--- src/rtl/rollback_sequencer.sv ---
// Rollback sequencer: tracks one IDLE/PENDING/FLUSH machine per hardware thread, arbitrates three
// prioritised rollback sources per thread and issues one registered rollback per cycle round-robin.
module rollback_sequencer #(
    parameter  int THREAD_NUMB  = 8,
    parameter  int FLUSH_CYCLES = 3,
    localparam int IDW          = $clog2(THREAD_NUMB),
    localparam int CW           = $clog2(FLUSH_CYCLES + 1)
) (
    input  logic                     clk,
    input  logic                     reset,

    // Requests are valid-only: a source asserts valid for one cycle with its payload and there
    // is no ready/backpressure; a request the sequencer cannot use is dropped, never stalled.
    input  logic                     wb_rollback_valid,
    input  logic [IDW-1:0]           wb_rollback_thread_id,
    input  logic [31:0]              wb_rollback_pc,
    input  logic [63:0]              wb_scoreboard,

    input  logic                     bc_rollback_enable,
    input  logic [IDW-1:0]           bc_rollback_thread_id,
    input  logic [31:0]              bc_rollback_pc,
    input  logic [63:0]              bc_scoreboard,

    input  logic                     dec_rollback_valid,
    input  logic [IDW-1:0]           dec_rollback_thread_id,
    input  logic [31:0]              dec_rollback_pc,
    input  logic [63:0]              dec_scoreboard,

    output logic                     rb_valid,
    output logic [IDW-1:0]           rb_thread_id,
    output logic [31:0]              rb_pc,
    output logic [63:0]              rb_scoreboard,
    output logic [THREAD_NUMB-1:0]   rb_flush_mask,

    output logic [2*THREAD_NUMB-1:0] dbg_thread_state
);

    typedef enum logic [1:0] {
        ST_IDLE    = 2'd0,
        ST_PENDING = 2'd1,
        ST_FLUSH   = 2'd2
    } thread_state_t;

    thread_state_t  state_q [THREAD_NUMB];
    thread_state_t  state_d [THREAD_NUMB];
    logic [1:0]     src_q   [THREAD_NUMB];
    logic [1:0]     src_d   [THREAD_NUMB];
    logic [31:0]    pc_q    [THREAD_NUMB];
    logic [31:0]    pc_d    [THREAD_NUMB];
    logic [63:0]    sb_q    [THREAD_NUMB];
    logic [63:0]    sb_d    [THREAD_NUMB];
    logic [CW-1:0]  cnt_q   [THREAD_NUMB];
    logic [CW-1:0]  cnt_d   [THREAD_NUMB];

    logic           req_hit [THREAD_NUMB];
    logic [1:0]     req_src [THREAD_NUMB];
    logic [31:0]    req_pc  [THREAD_NUMB];
    logic [63:0]    req_sb  [THREAD_NUMB];

    logic [IDW-1:0] rr_ptr_q;
    logic [IDW-1:0] rr_ptr_d;
    logic [IDW-1:0] cand_idx;
    logic           gnt_found;
    logic [IDW-1:0] gnt_idx;

    // Per-thread request decode; later assignments override earlier ones so the lowest source wins.
    always_comb begin
        for (int t = 0; t < THREAD_NUMB; t++) begin
            req_hit[t] = 1'b0;
            req_src[t] = 2'd3;
            req_pc[t]  = '0;
            req_sb[t]  = '0;
            if (dec_rollback_valid && dec_rollback_thread_id == IDW'(t)) begin
                req_hit[t] = 1'b1;
                req_src[t] = 2'd2;
                req_pc[t]  = dec_rollback_pc;
                req_sb[t]  = dec_scoreboard;
            end
            if (bc_rollback_enable && bc_rollback_thread_id == IDW'(t)) begin
                req_hit[t] = 1'b1;
                req_src[t] = 2'd1;
                req_pc[t]  = bc_rollback_pc;
                req_sb[t]  = bc_scoreboard;
            end
            if (wb_rollback_valid && wb_rollback_thread_id == IDW'(t)) begin
                req_hit[t] = 1'b1;
                req_src[t] = 2'd0;
                req_pc[t]  = wb_rollback_pc;
                req_sb[t]  = wb_scoreboard;
            end
        end
    end

    // Round-robin search starts at the pointer; index arithmetic wraps because THREAD_NUMB is 2^k.
    always_comb begin
        gnt_found = 1'b0;
        gnt_idx   = rr_ptr_q;
        cand_idx  = '0;
        for (int i = 0; i < THREAD_NUMB; i++) begin
            cand_idx = rr_ptr_q + IDW'(i);
            if (!gnt_found && state_q[cand_idx] == ST_PENDING) begin
                gnt_found = 1'b1;
                gnt_idx   = cand_idx;
            end
        end
        rr_ptr_d = gnt_found ? gnt_idx + IDW'(1) : rr_ptr_q;
    end

    always_comb begin
        for (int t = 0; t < THREAD_NUMB; t++) begin
            state_d[t] = state_q[t];
            src_d[t]   = src_q[t];
            pc_d[t]    = pc_q[t];
            sb_d[t]    = sb_q[t];
            cnt_d[t]   = cnt_q[t];
            case (state_q[t])
                ST_IDLE: begin
                    if (req_hit[t]) begin
                        state_d[t] = ST_PENDING;
                        src_d[t]   = req_src[t];
                        pc_d[t]    = req_pc[t];
                        sb_d[t]    = req_sb[t];
                    end
                end
                ST_PENDING: begin
                    // An older source replaces the entry and keeps the thread pending, even in its
                    // grant cycle; the rollback registered this cycle still uses the old entry.
                    if (req_hit[t] && req_src[t] < src_q[t]) begin
                        src_d[t] = req_src[t];
                        pc_d[t]  = req_pc[t];
                        sb_d[t]  = req_sb[t];
                    end else if (gnt_found && gnt_idx == IDW'(t)) begin
                        state_d[t] = ST_FLUSH;
                        cnt_d[t]   = CW'(FLUSH_CYCLES);
                    end
                end
                ST_FLUSH: begin
                    if (cnt_q[t] <= CW'(1)) begin
                        state_d[t] = ST_IDLE;
                        cnt_d[t]   = '0;
                    end else begin
                        cnt_d[t] = cnt_q[t] - CW'(1);
                    end
                end
                default: begin
                    state_d[t] = ST_IDLE;
                    cnt_d[t]   = '0;
                end
            endcase
        end
    end

    always_ff @(posedge clk or posedge reset) begin
        if (reset) begin
            for (int t = 0; t < THREAD_NUMB; t++) begin
                state_q[t] <= ST_IDLE;
                src_q[t]   <= '0;
                pc_q[t]    <= '0;
                sb_q[t]    <= '0;
                cnt_q[t]   <= '0;
            end
            rr_ptr_q <= '0;
        end else begin
            for (int t = 0; t < THREAD_NUMB; t++) begin
                state_q[t] <= state_d[t];
                src_q[t]   <= src_d[t];
                pc_q[t]    <= pc_d[t];
                sb_q[t]    <= sb_d[t];
                cnt_q[t]   <= cnt_d[t];
            end
            rr_ptr_q <= rr_ptr_d;
        end
    end

    // Payload outputs hold their last value when nothing is granted.
    always_ff @(posedge clk or posedge reset) begin
        if (reset) begin
            rb_valid      <= 1'b0;
            rb_thread_id  <= '0;
            rb_pc         <= '0;
            rb_scoreboard <= '0;
        end else begin
            rb_valid <= gnt_found;
            if (gnt_found) begin
                rb_thread_id  <= gnt_idx;
                rb_pc         <= pc_q[gnt_idx];
                rb_scoreboard <= sb_q[gnt_idx];
            end
        end
    end

    always_comb begin
        rb_flush_mask    = '0;
        dbg_thread_state = '0;
        for (int t = 0; t < THREAD_NUMB; t++) begin
            rb_flush_mask[t]          = (state_q[t] == ST_FLUSH);
            dbg_thread_state[2*t +: 2] = state_q[t];
        end
    end

endmodule

--- config.mk ---
export PLATFORM = sky130hd
export DESIGN_NAME = rollback_sequencer
export DESIGN_NICKNAME = d
export VERILOG_FILES = /design/src/rtl/rollback_sequencer.sv
export SDC_FILE = /design/constraint.sdc
export NUM_CORES = 2
export LEC_CHECK = 0
export ABC_AREA = 1
export BUFFER_PORTS_ARGS = -buffer_cell sky130_fd_sc_hd__buf_2
export CAP_MARGIN = 20
export CORE_MARGIN = 5
export CORE_UTILIZATION = 40
export DETAILED_ROUTE_END_ITERATION = 12
export PLACE_DENSITY = 0.63
export SYNTH_ARGS = -nofsm -noshare
export SYNTH_HDL_FRONTEND = slang
export SYNTH_SLANG_ARGS = --single-unit
--- constraint.sdc ---
create_clock -name clk -period 46.9 [get_ports clk]
set_clock_uncertainty 0.1 [all_clocks]
set_input_delay 9.38 -clock clk [delete_from_list [all_inputs] [get_ports clk]]
set_output_delay 9.38 -clock clk [all_outputs]
set_load 0.05 [all_outputs]
==> flow_metrics.py <==
metrics = {
    "yosys": {
        "synth-seq-cells": 919,
        "synth_area_leaders": "dfrtp_1 (39%), o21ai_0 (13%), o221ai_1 (11%), nand2_1 (9.8%), inv_1 (6.8%)",
        "synth_edf_count": 0,
        "synth_compound_area_frac": 0.263,
        "synth_top_family_by_area": "compound AO/OA/AOI/OAI gates",
        "ys_types": 41,
        "synthesis.nets": 8656,
        "synth_most_common_cell": "o21ai_0",
        "ys_seq_area_frac": 0.392,
        "synth-main-ff-cell": "dfrtp_1",
        "synth_fa_ha_area_frac": 0.00854,
        "synth_mux_area_frac": 0,
        "syn_inst": 8314,
        "async_flop_share": 1.00,
        "yosysWarnings": 0,
        "synth.top_cell.area_share": 0.392,
        "synth.cell_area_um2": 58600,
        "yosys.area.top_type": "dfrtp_1",
        "syn_area_per_cell_um2": 7.05,
        "synth-simple-area-share": 0.209,
        "synth_xor_area_frac": 0.00100,
        "synthTopCellsByCount": "o21ai_0 (1563), nand2_1 (1527), inv_1 (1056), dfrtp_1 (919), nor2_1 (871)",
    },
    "die": {
        "start_util": 0.402,
        "coreArea_um2": 146000,
        "die_h_um": 393,
        "dieArea_um2": 154000,
        "row_count": 140,
        "io_pins": 426,
        "die_w_um": 393,
    },
    "sta": {
        "slew_violations": 0,
        "period_share": 0.292,
        "setup_tns_ps": 0,
        "min_period_ps": 13690,
        "max_freq_mhz": 73.0,
        "max-slew-margin-rel": 0.198,
        "whs_ps": 372,
        "max_slew.worst_pin.slew_ps": 1200,
        "rsz0062_at_grt": "false",
        "setup_viol": 0,
        "hold_viol": 0,
    },
    "clock_tree": {
        "post_cts_buffers": 0,
        "clk_latency_ps": 750,
        "cts.path.max_buffers": 3,
        "cts_resized": 0,
        "clock-sinks": 919,
        "cts.clk_slew.worst_paths_ps": 60,
        "cts_buffers": 109,
        "cts_tree": "done",
        "cts-hold-fix-buffers": 0,
        "cts-htree-levels": 3,
        "clock-root-buffer": "clkbuf_16",
    },
    "worst_setup_path": {
        "crit_family": "buffers and inverters",
        "critPathMaxStageDelay_ps": 880,
        "cp_num_buf_inv": 8,
        "cp_cell_sequence": "buf_2 -> inv_1 -> nor2_1 -> inv_1 -> nor2_1 -> inv_1 -> nor2_1 -> inv_4 -> nand2_1 -> nand2_1 -> a21oi_1 -> nand3_1 -> a21oi_4 -> buf_4 -> buf_4 -> buf_4 -> o221ai_1 -> o21ai_0",
        "crit_path_end_kind": "flop",
        "cp_max_fo": 71,
        "criticalPathCategory": "input pin to flop",
        "crit_slowest_cell": "buf_4",
        "cp.arrival_ps": 14250,
        "startpoint_type": "input pin",
        "required_ps": 47460,
    },
    "place": {
        "port-buffer-count": 425,
        "gp_congestion": 0.906,
        "place_inst": 9944,
        "hpwl_um": 134000,
    },
    "final_layout": {
        "fillers": 14914,
        "area_growth_pct": 10.1,
        "nNetsFinal": 8481,
        "final_cells": 10170,
        "fin_util": 0.443,
        "drive_gt1_frac": 0.0912,
    },
    "routing": {
        "vias_per_cell": 6.24,
        "drc": 0,
        "wl_um": 255000,
        "drtAntennaViolNets": 0,
        "firstDrtPassIters": 6,
        "drtIter0Drc": 8346,
        "num_vias": 63472,
        "route.detailed.wl_per_inst_um": 25.1,
    },
    "hold_path": {
        "worstHoldPathType": "flop to flop",
    },
    "grt": {
        "grt_usage": 0.319,
        "grt_pass1_wl_um": 379000,
        "grt_pass1_vias": 60223,
        "grt_max_degree": 197,
        "antenna_found_initial": 42,
        "grt_overflow": 0,
    },
    "outcome": {
        "status": "finished, final reports clean",
    },
    "job": {
        "cap_viol_max_count": 0,
    },
}
==> cell usage in the layout (no fill, tap or decap), types with 12 or more instances in the layout <==
| master | synthesis | layout |
|---|---|---|
| o21ai_0 | 1563 | 1563 |
| nand2_1 | 1527 | 1525 |
| inv_1 | 1056 | 1038 |
| dfrtp_1 | 919 | 919 |
| nor2_1 | 871 | 870 |
| o221ai_1 | 744 | 744 |
| nand3_1 | 568 | 567 |
| buf_2 | 194 | 425 |
| clkbuf_16 | 0 | 114 |
| o211ai_1 | 97 | 97 |
| buf_4 | 11 | 79 |
| ha_1 | 40 | 40 |
| diode_2 | 0 | 33 |
| clkbuf_8 | 0 | 33 |
| nand4_1 | 32 | 32 |
| o22ai_1 | 24 | 24 |
| a21oi_1 | 27 | 22 |
| clkbuf_1 | 567 | 18 |
| clkinv_2 | 0 | 18 |
| inv_4 | 0 | 16 |
| inv_6 | 1 | 12 |
==> worst paths after layout <==
kind,start,end,slack [ps],depth (start not counted)
max,dec_rollback_thread_id[1],pc_q[33]$_DFFE_PP0P_,33210,18
min,cnt_q[11]$_DFFE_PP0P_,cnt_q[11]$_DFFE_PP0P_,370,2
max reg2reg,rr_ptr_q[1]$_DFFE_PP0P_,rb_pc[25]$_DFFE_PP0P_,39940,20
min reg2reg,cnt_q[11]$_DFFE_PP0P_,cnt_q[11]$_DFFE_PP0P_,370,2
max in group asynchronous,reset,sb_q[29]$_DFFE_PP0P_,33320,7
min in group asynchronous,reset,rb_pc[8]$_DFFE_PP0P_,8710,2
==> registers in the layout, indices dropped and copies added (netlist names), 3 cells and up <==
name              count
rr_ptr_q              3
cnt_q                16
sb_q                512
rb_thread_id          3
dbg_thread_state     16
src_q                16
rb_scoreboard        64
rb_pc                32
pc_q                256
==> per-stage QoR <==
step / cell area [um^2] / setup slack [ps]
floorplan: 58600 / 11580
global placement: 60700 / 32290
detailed placement: 60700 / 32280
CTS: 64400 / 33100
global route: 64500 / 32490
finish: 64500 / 33210
==> kinds of logic after synthesis <==
family | Yosys count
simple gates | 3019
compound gates | 2463
buf+inv | 1868
flops | 919
fa+ha+maj | 40
xor+xnor | 5
==> final cells by class <==
class / count / area [um^2] / share of cell area
clock inverter: 27 / 293 / 0.00454
tap: 1917 / 2400 / 0.0372
multi-input combinational: 5527 / 28400 / 0.440
antenna: 33 / 82.6 / 0.00128
timing repair buffer: 510 / 2850 / 0.0441
inverter: 1072 / 4130 / 0.0640
sequential: 919 / 23000 / 0.356
clock buffer: 165 / 3370 / 0.0523
==> worst reg2reg max path: cells and delay by family, from the launching register on <==
family	cells	cell delay, ps
AOI/OAI and AO/OA	1	620
adders and majority gates	1	590
buffers and inverters	5	2250
DFF	1	550
and+or+nand+nor	13	2730
==> routing by layer <==
metal / share of wire / wire length [um] / GRT usage
met5: 0.00053 / 136 / 0
met4: 0.054 / 13600 / 0.168
met3: 0.13 / 34000 / 0.0927
met2: 0.41 / 106000 / 0.456
met1: 0.40 / 102000 / 0.436
Power is left out: the tool's default activity adds up to more than one toggle a clock period on the data nets, which glitch-free logic cannot reach.
